## src/rtl/mem_instr_sequencer.sv

```systemverilog
// Consumer-side fetch/decode/execute engine for the memory-interface instruction ROM.
// Drives read-strobe and lane-shift command channels and repeats the program a set number of passes.
module mem_instr_sequencer #(
    parameter int DATA_WIDTH = 56,
    parameter int ADDR_WIDTH = 6,
    parameter int NUM_LANES  = 16,
    parameter int LANE_SEL_W = 3,
    parameter int ITER_WIDTH = 16
) (
    input  logic                              CLK,
    input  logic                              RESET_N,
    input  logic                              START,
    input  logic [ITER_WIDTH-1:0]             ITERATIONS,
    output logic [ADDR_WIDTH-1:0]             ROM_ADDRESS,
    output logic                              ROM_ENABLE,
    input  logic [DATA_WIDTH-1:0]             ROM_DATA,
    input  logic                              ROM_DATA_VALID,
    output logic                              RD_VALID,
    output logic [3:0]                        RD_MASK,
    input  logic                              RD_READY,
    output logic                              SH_VALID,
    output logic [3:0]                        SH_AMOUNT,
    output logic [NUM_LANES*LANE_SEL_W-1:0]   SH_LANE_SEL,
    input  logic                              SH_READY,
    output logic                              WAITING,
    input  logic                              RESUME,
    output logic                              BUSY,
    output logic                              DONE,
    output logic                              ERR
);

    typedef enum logic [2:0] {
        S_IDLE  = 3'd0,
        S_FETCH = 3'd1,
        S_WAIT  = 3'd2,
        S_EXEC  = 3'd3,
        S_RD    = 3'd4,
        S_SH    = 3'd5,
        S_WFI   = 3'd6
    } state_t;

    localparam logic [3:0] OP_READ  = 4'h0;
    localparam logic [3:0] OP_SHIFT = 4'h5;
    localparam logic [3:0] OP_WFI   = 4'h6;
    localparam logic [3:0] OP_LOOP  = 4'h7;

    localparam logic [ADDR_WIDTH-1:0] PC_ZERO  = {ADDR_WIDTH{1'b0}};
    localparam logic [ADDR_WIDTH-1:0] PC_ONE   = {{(ADDR_WIDTH-1){1'b0}}, 1'b1};
    localparam logic [ITER_WIDTH-1:0] ITER_ONE = {{(ITER_WIDTH-1){1'b0}}, 1'b1};

    state_t                  state_q, state_d;
    logic [ADDR_WIDTH-1:0]   pc_q, pc_d;
    logic [ITER_WIDTH-1:0]   iter_q, iter_d;
    logic [DATA_WIDTH-1:0]   instr_q, instr_d;
    logic                    err_q, err_d;
    logic                    done_d;
    logic                    rom_en_q, rd_valid_q, sh_valid_q, waiting_q, busy_q, done_q;

    // Next-state, program counter, pass counter and instruction capture
    always_comb begin
        state_d = state_q;
        pc_d    = pc_q;
        iter_d  = iter_q;
        instr_d = instr_q;
        err_d   = err_q;
        done_d  = 1'b0;
        case (state_q)
            S_IDLE: begin
                if (START) begin
                    pc_d    = PC_ZERO;
                    iter_d  = (ITERATIONS == {ITER_WIDTH{1'b0}}) ? ITER_ONE : ITERATIONS;
                    err_d   = 1'b0;
                    state_d = S_FETCH;
                end else begin
                    state_d = S_IDLE;
                end
            end
            S_FETCH: state_d = S_WAIT;
            S_WAIT: begin
                if (ROM_DATA_VALID) begin
                    instr_d = ROM_DATA;
                    state_d = S_EXEC;
                end else begin
                    state_d = S_WAIT;
                end
            end
            S_EXEC: begin
                case (instr_q[7:4])
                    OP_READ:  state_d = S_RD;
                    OP_SHIFT: state_d = S_SH;
                    OP_WFI:   state_d = S_WFI;
                    OP_LOOP: begin
                        if (iter_q == ITER_ONE) begin
                            done_d  = 1'b1;
                            state_d = S_IDLE;
                        end else begin
                            iter_d  = iter_q - ITER_ONE;
                            pc_d    = PC_ZERO;
                            state_d = S_FETCH;
                        end
                    end
                    // Unknown opcodes flag an error and fall through as a NOP
                    default: begin
                        err_d   = 1'b1;
                        pc_d    = pc_q + PC_ONE;
                        state_d = S_FETCH;
                    end
                endcase
            end
            S_RD: begin
                if (RD_READY) begin
                    pc_d    = pc_q + PC_ONE;
                    state_d = S_FETCH;
                end else begin
                    state_d = S_RD;
                end
            end
            S_SH: begin
                if (SH_READY) begin
                    pc_d    = pc_q + PC_ONE;
                    state_d = S_FETCH;
                end else begin
                    state_d = S_SH;
                end
            end
            S_WFI: begin
                if (RESUME) begin
                    pc_d    = pc_q + PC_ONE;
                    state_d = S_FETCH;
                end else begin
                    state_d = S_WFI;
                end
            end
            default: state_d = S_IDLE;
        endcase
    end

    // State, datapath and output flops; outputs follow the state being entered
    always_ff @(posedge CLK or negedge RESET_N) begin
        if (!RESET_N) begin
            state_q    <= S_IDLE;
            pc_q       <= PC_ZERO;
            iter_q     <= {ITER_WIDTH{1'b0}};
            instr_q    <= {DATA_WIDTH{1'b0}};
            err_q      <= 1'b0;
            rom_en_q   <= 1'b0;
            rd_valid_q <= 1'b0;
            sh_valid_q <= 1'b0;
            waiting_q  <= 1'b0;
            busy_q     <= 1'b0;
            done_q     <= 1'b0;
        end else begin
            state_q    <= state_d;
            pc_q       <= pc_d;
            iter_q     <= iter_d;
            instr_q    <= instr_d;
            err_q      <= err_d;
            rom_en_q   <= (state_d == S_FETCH);
            rd_valid_q <= (state_d == S_RD);
            sh_valid_q <= (state_d == S_SH);
            waiting_q  <= (state_d == S_WFI);
            busy_q     <= (state_d != S_IDLE);
            done_q     <= done_d;
        end
    end

    assign ROM_ADDRESS = pc_q;
    assign ROM_ENABLE  = rom_en_q;
    assign RD_VALID    = rd_valid_q;
    assign RD_MASK     = instr_q[3:0];
    assign SH_VALID    = sh_valid_q;
    assign SH_AMOUNT   = instr_q[3:0];
    assign SH_LANE_SEL = instr_q[DATA_WIDTH-1:8];
    assign WAITING     = waiting_q;
    assign BUSY        = busy_q;
    assign DONE        = done_q;
    assign ERR         = err_q;

endmodule

```

## config.mk

```make
export PLATFORM = sky130hd
export DESIGN_NAME = mem_instr_sequencer
export DESIGN_NICKNAME = d
export VERILOG_FILES = /design/src/rtl/mem_instr_sequencer.sv
export SDC_FILE = /design/constraint.sdc
export NUM_CORES = 1
export LEC_CHECK = 0
export BUFFER_PORTS_ARGS = -buffer_cell sky130_fd_sc_hd__buf_2
export CORE_MARGIN = 5
export CORE_UTILIZATION = 55
export DETAILED_ROUTE_END_ITERATION = 12
export GPL_TIMING_DRIVEN = 0
export PLACE_DENSITY = 0.88
export SETUP_SLACK_MARGIN = 0.4
export SLEW_MARGIN = 30
export SYNTH_ARGS = -nofsm -noshare
export SYNTH_HDL_FRONTEND = slang
export SYNTH_SLANG_ARGS = --single-unit
```

## constraint.sdc

```tcl
create_clock -name CLK -period 6 [get_ports CLK]
set_input_delay 0.6 -clock CLK [delete_from_list [all_inputs] [get_ports CLK]]
set_output_delay 0.6 -clock CLK [all_outputs]
set_load 0.01 [all_outputs]
```

# Word-level counts from Yosys, hierarchy flattened
# Index checks and enable logic that the tools add are counted.
# classes
reduce_logical	12
n_addsub	2
n_eq_ne	23
mux	26
# ops
op	n
2-to-1 mux 16 bit	4
one-hot mux 16 bit (2 select lines)	1
2-to-1 mux 6 bit	5
one-hot mux 6 bit (5 select lines)	1
one-hot mux 3 bit (7 select lines)	1
== test 3 bit (second input constant)	6
== test 16 x 1 -> 1 bit (second input constant)	1
logical NOT 16 bit	1
inequality test 2 bit (second input constant)	8
subtractor 16 x 1 -> 16 bit (second input constant)	1
== test 4 x 3 -> 1 bit (second input constant)	3
one-hot mux 3 bit (4 select lines)	1
one-hot mux 6 bit (2 select lines)	1
2-to-1 mux 3 bit	3
2-to-1 mux 1 bit	8
AND reduction 7 bit	1
adder 6 x 1 -> 6 bit (second input constant)	1
== test 3 x 1 -> 1 bit (second input constant)	2
== test 3 x 2 -> 1 bit (second input constant)	2
nonzero test 5 bit	1
logical NOT 4 bit	1
AND reduction 4 bit	1
OR reduction 4 bit	1
logical NOT 3 bit	1
7 further kinds	7
# word_totals
output_inout_bits	69
regBits	88

# Depth between registers and ports, before layout
# logic_depth
ltp_word	5
mapped_depth	10
depth_no_buf	8

# Least setup slack after synthesis
# No wires, ideal clock.
# synth_path
kind	reg-to-reg
start	reg iter_q[4]
end	reg iter_q[15]
setup_ps	123
setup_slack_ps	4061
path_stages_with_launch	7
path_buffers	0
arrival_time_ps	1816
cell_sequence	dfrtp_1 or4_4 nor4_4 nand3b_2 o311a_1 a21oi_2 o21ai_1
# synth_between
elab_chain_len	4
# synth_rtl
element	line	text
start, declared	53	logic [ITER_WIDTH-1:0] iter_q, iter_d;
start signal, assigned	143	iter_q <= {ITER_WIDTH{1'b0}};
start signal, assigned	155	iter_q <= iter_d;
subtractor 16 x 1 -> 16 bit	97	iter_d = iter_q - ITER_ONE;
2-to-1 mux 16 bit	93	if (iter_q == ITER_ONE) begin
2-to-1 mux 16 bit	88	case (instr_q[7:4])
one-hot mux 16 bit (2 select lines)	67	case (state_q)
# Parallel ways exist; a longest one is shown, timed or not. The select of a mux whose other input is x is not followed.
# A chain may end at the register's enable or synchronous reset.

# Worst setup path in the final report
# layout_path
start	reg iter_q[1]
end	reg pc_q[0] (netlist: ROM_ADDRESS[0])
# layout_between
elab_chain_len	3
# layout_rtl
element	line	text
== test 16 x 1 -> 1 bit	93	
inequality test 3 bit (no line)	n/a	
AND reduction 7 bit (no line)	n/a	
end signal, assigned	154	pc_q <= pc_d;
end, declared	52	logic [ADDR_WIDTH-1:0] pc_q, pc_d;
# Every way passes these cells.

==> flow_summary.toml <==
[floorplan]
start_util_pct = 55.41
die_area_um2 = 10060
rows = 33
chipWidth_um = 100.3
core_area_um2 = 8093
fp.dieH_um = 100.3
pin_count = 148

[timing]
min_period_over_period_pct = 36.61
hold_viol = 0
worst_pin_slew_ps = 591.7
whs_ps = 148.5
max_freq_ghz = 0.4553
max_slew_margin_pct = 60.02
skew_ps = 15.39
rsz0062_at_grt = "false"
final_max_slew_viol_count = 0
final.setup.tns_ps = 0
fin_ws_ps = 3804
finalSetupViolations = 0
finalCriticalPeriod_ps = 2196

[run_status]
outcome = "complete, no violations"

[min_path]
hp-class = "primary input to async pin"

[setup_path]
cp.arrival_ps = 2420
cp_data_required_time_ps = 6230
r2r_start = "iter_q[1]"
worstSetupStartpointType = "register"
crit_path_end_kind = "register"
r2r_setup_slack_ps = 3800
path_class = "register to register"
r2r_end = "ROM_ADDRESS[0]"
r2r_cells = 8
crit_fanout = 7

[global_routing]
grt_pass1_vias = 3536
antenna_found_initial = 0
gr-total-overflow = 0
gr-usage-all-layers_pct = 20.61
grt_max_degree = 51
grt_pass1_wl_um = 16610

[pwr]
p_comb_share_pct = 50.3
p_total_mw = 2.990
p_switching_mw = 1.092
power.leakage_nw = 2.718
seq_power_share_pct = 36.0
clockPowerShare_pct = 13.8
netSwitchingFraction_pct = 36.51
ir_drop_v = 0.0002890
p_int_mw = 1.898
power_density_nw_per_um2 = 535.4

[yosys]
ys_types = 57
ys_async_sr_fraction_pct = 100.0
synthesis.area_um2 = 4484
synth_area_leaders = "dfrtp_1 (49%), mux2_2 (15%), buf_4 (9.7%)"
synthFlopType = "dfrtp_1"
netlist_instances = 402
synth-seq-cells = 88
syn-num-nets = 484
yosysTopAreaCell = "dfrtp_1"
ys_warn_count = 0
yosysSeqAreaShare_pct = 49.11
synth_edf_count = 0
synth_top_area_share_pct = 49.11
avgSynthCellArea_um2 = 11.15

[finish]
final_common_cell = "buf_2"
fin_cells = 671
syn_to_final_growth_pct = 24.53
postLayoutCoreUtil_pct = 69.00
design_area_um2 = 5584
nets = 643
drive_gt1_share_pct = 53.00
num_antenna_cells = 0
final_cell_mix = "buf_2 (154), dfrtp_1 (88), buf_4 (58), mux2_2 (58), nor2_1 (30)"

[placed_design]
place_area_um2 = 5385
dp.cells = 655
hpwl_um = 7779
port_buffers = 147
place.gp.congestion = 0.9007
dp_slack_ps = 3758

[drt]
via_per_inst = 5.247
drt-pass1-iter-count = 4
drt-initial-drc-count = 123
drcViolationCount = 0
vias = 3521
routed_wl_um = 10030
final_antenna_net_count = 0
routedWlPerCell_um = 14.94

[clocking]
cts.sink_count = 88
numCtsBuffers = 9
root_buffer = "clkbuf_8"
clockBufferDepth = 2
post-cts-setup-buffer-count = 0
clock_latency_ps = 350
tritoncts = "built"
hold_buffers = 0
ctsResizeCount = 0
cts.clk_slew.worst_paths_ps = 90
h-tree-depth = 3

[flow_run]
drv_cap = 0
worst max-delay path by stage:
| stage | start | endpoint | slack [ps] |
|---|---|---|---|
| after detailed placement | ROM_DATA_VALID | instr_q[16] | 3760 |
| final | iter_q[1] | ROM_ADDRESS[0] | 3800 |
| after global routing | state_q[2] | iter_q[10] | 3630 |
| after CTS | state_q[2] | instr_q[35] | 3790 |
| after global placement | RESET_N | instr_q[12] | 3620 |
| after floorplan | iter_q[4] | iter_q[15] | 4060 |
power groups by stage:
stage	clock network [mW]	registers [mW]	logic [mW]
2_1_floorplan	0	1.04	1.10
3_3_place_gp	0	1.06	1.46
3_5_place_dp	0	1.09	1.52
4_1_cts	0.418	1.08	1.52
5_1_grt	0.445	1.12	1.65
6_report	0.412	1.07	1.50
final cells by class:
| cell class | count | area (µm²) |
|---|---|---|
| fillers | 597 | 2509 |
| flip-flops and latches | 88 | 2202 |
| multi-input cells | 233 | 1727 |
| repair buffers | 148 | 769.5 |
| plain buffers | 74 | 529.3 |
| clock buffers | 12 | 145.1 |
| well taps | 105 | 131.4 |
| clock inverters | 4 | 53.80 |
| inverters | 7 | 26.28 |
flip-flops by register name, indices dropped and copies added, names as in the netlist:
| register | count |
|---|---|
| BUSY | 1 |
| RD_VALID | 1 |
| WAITING | 1 |
| DONE | 1 |
| ERR | 1 |
| instr_q | 56 |
| SH_VALID | 1 |
| ROM_ADDRESS | 6 |
| ROM_ENABLE | 1 |
| state_q | 3 |
| iter_q | 16 |
layer usage:
metal  vias to the layer above  track usage [%]  share of wire, %
met2                       159            34.71                49
met5                         -                0                 0
met4                         0            7.979               1.9
met1                      1653            25.77                41
met3                        19            4.726               8.5
li1                       1690                -                 -
cells by family (layout without fill, tap and decap cells):
logic type	count (synthesis)	after routing	share of synthesized area, %
compound gates	70	70	10.13
xor+xnor	1	1	0.1953
fa+ha+maj	3	3	0.8371
buf+inv	81	245	12.39
flops	88	88	49.11
mux	60	60	15.01
simple gates	99	99	12.33
worst max-delay path: stages, from the launching register on:
cell and delay, ps:
dfrtp_1 400, inv_1 90, ha_1 150, nor4b_1 260, and4_1 360, a21boi_2 100
o21ai_2 290, nor2_1 120, mux2_2 300
Yosys cell counts, types with 2 or more instances:
cell type	n
and3_1	2
clkbuf_1	4
nor4_1	4
o22ai_1	3
buf_4	58
nor3_1	7
a21o_1	2
nor2_1	30
buf_6	3
nand2b_1	9
ha_1	3
a21oi_1	24
buf_2	8
a31oi_1	4
or3_1	5
o22a_1	3
nand3_1	5
dfrtp_1	88
nor2b_1	6
o311ai_0	3
inv_1	7
a2bb2oi_1	2
o21ai_0	14
nand2_1	15
nand3b_1	3
mux2_2	58
mux2i_1	2
(Power assumes the default switching activity.)
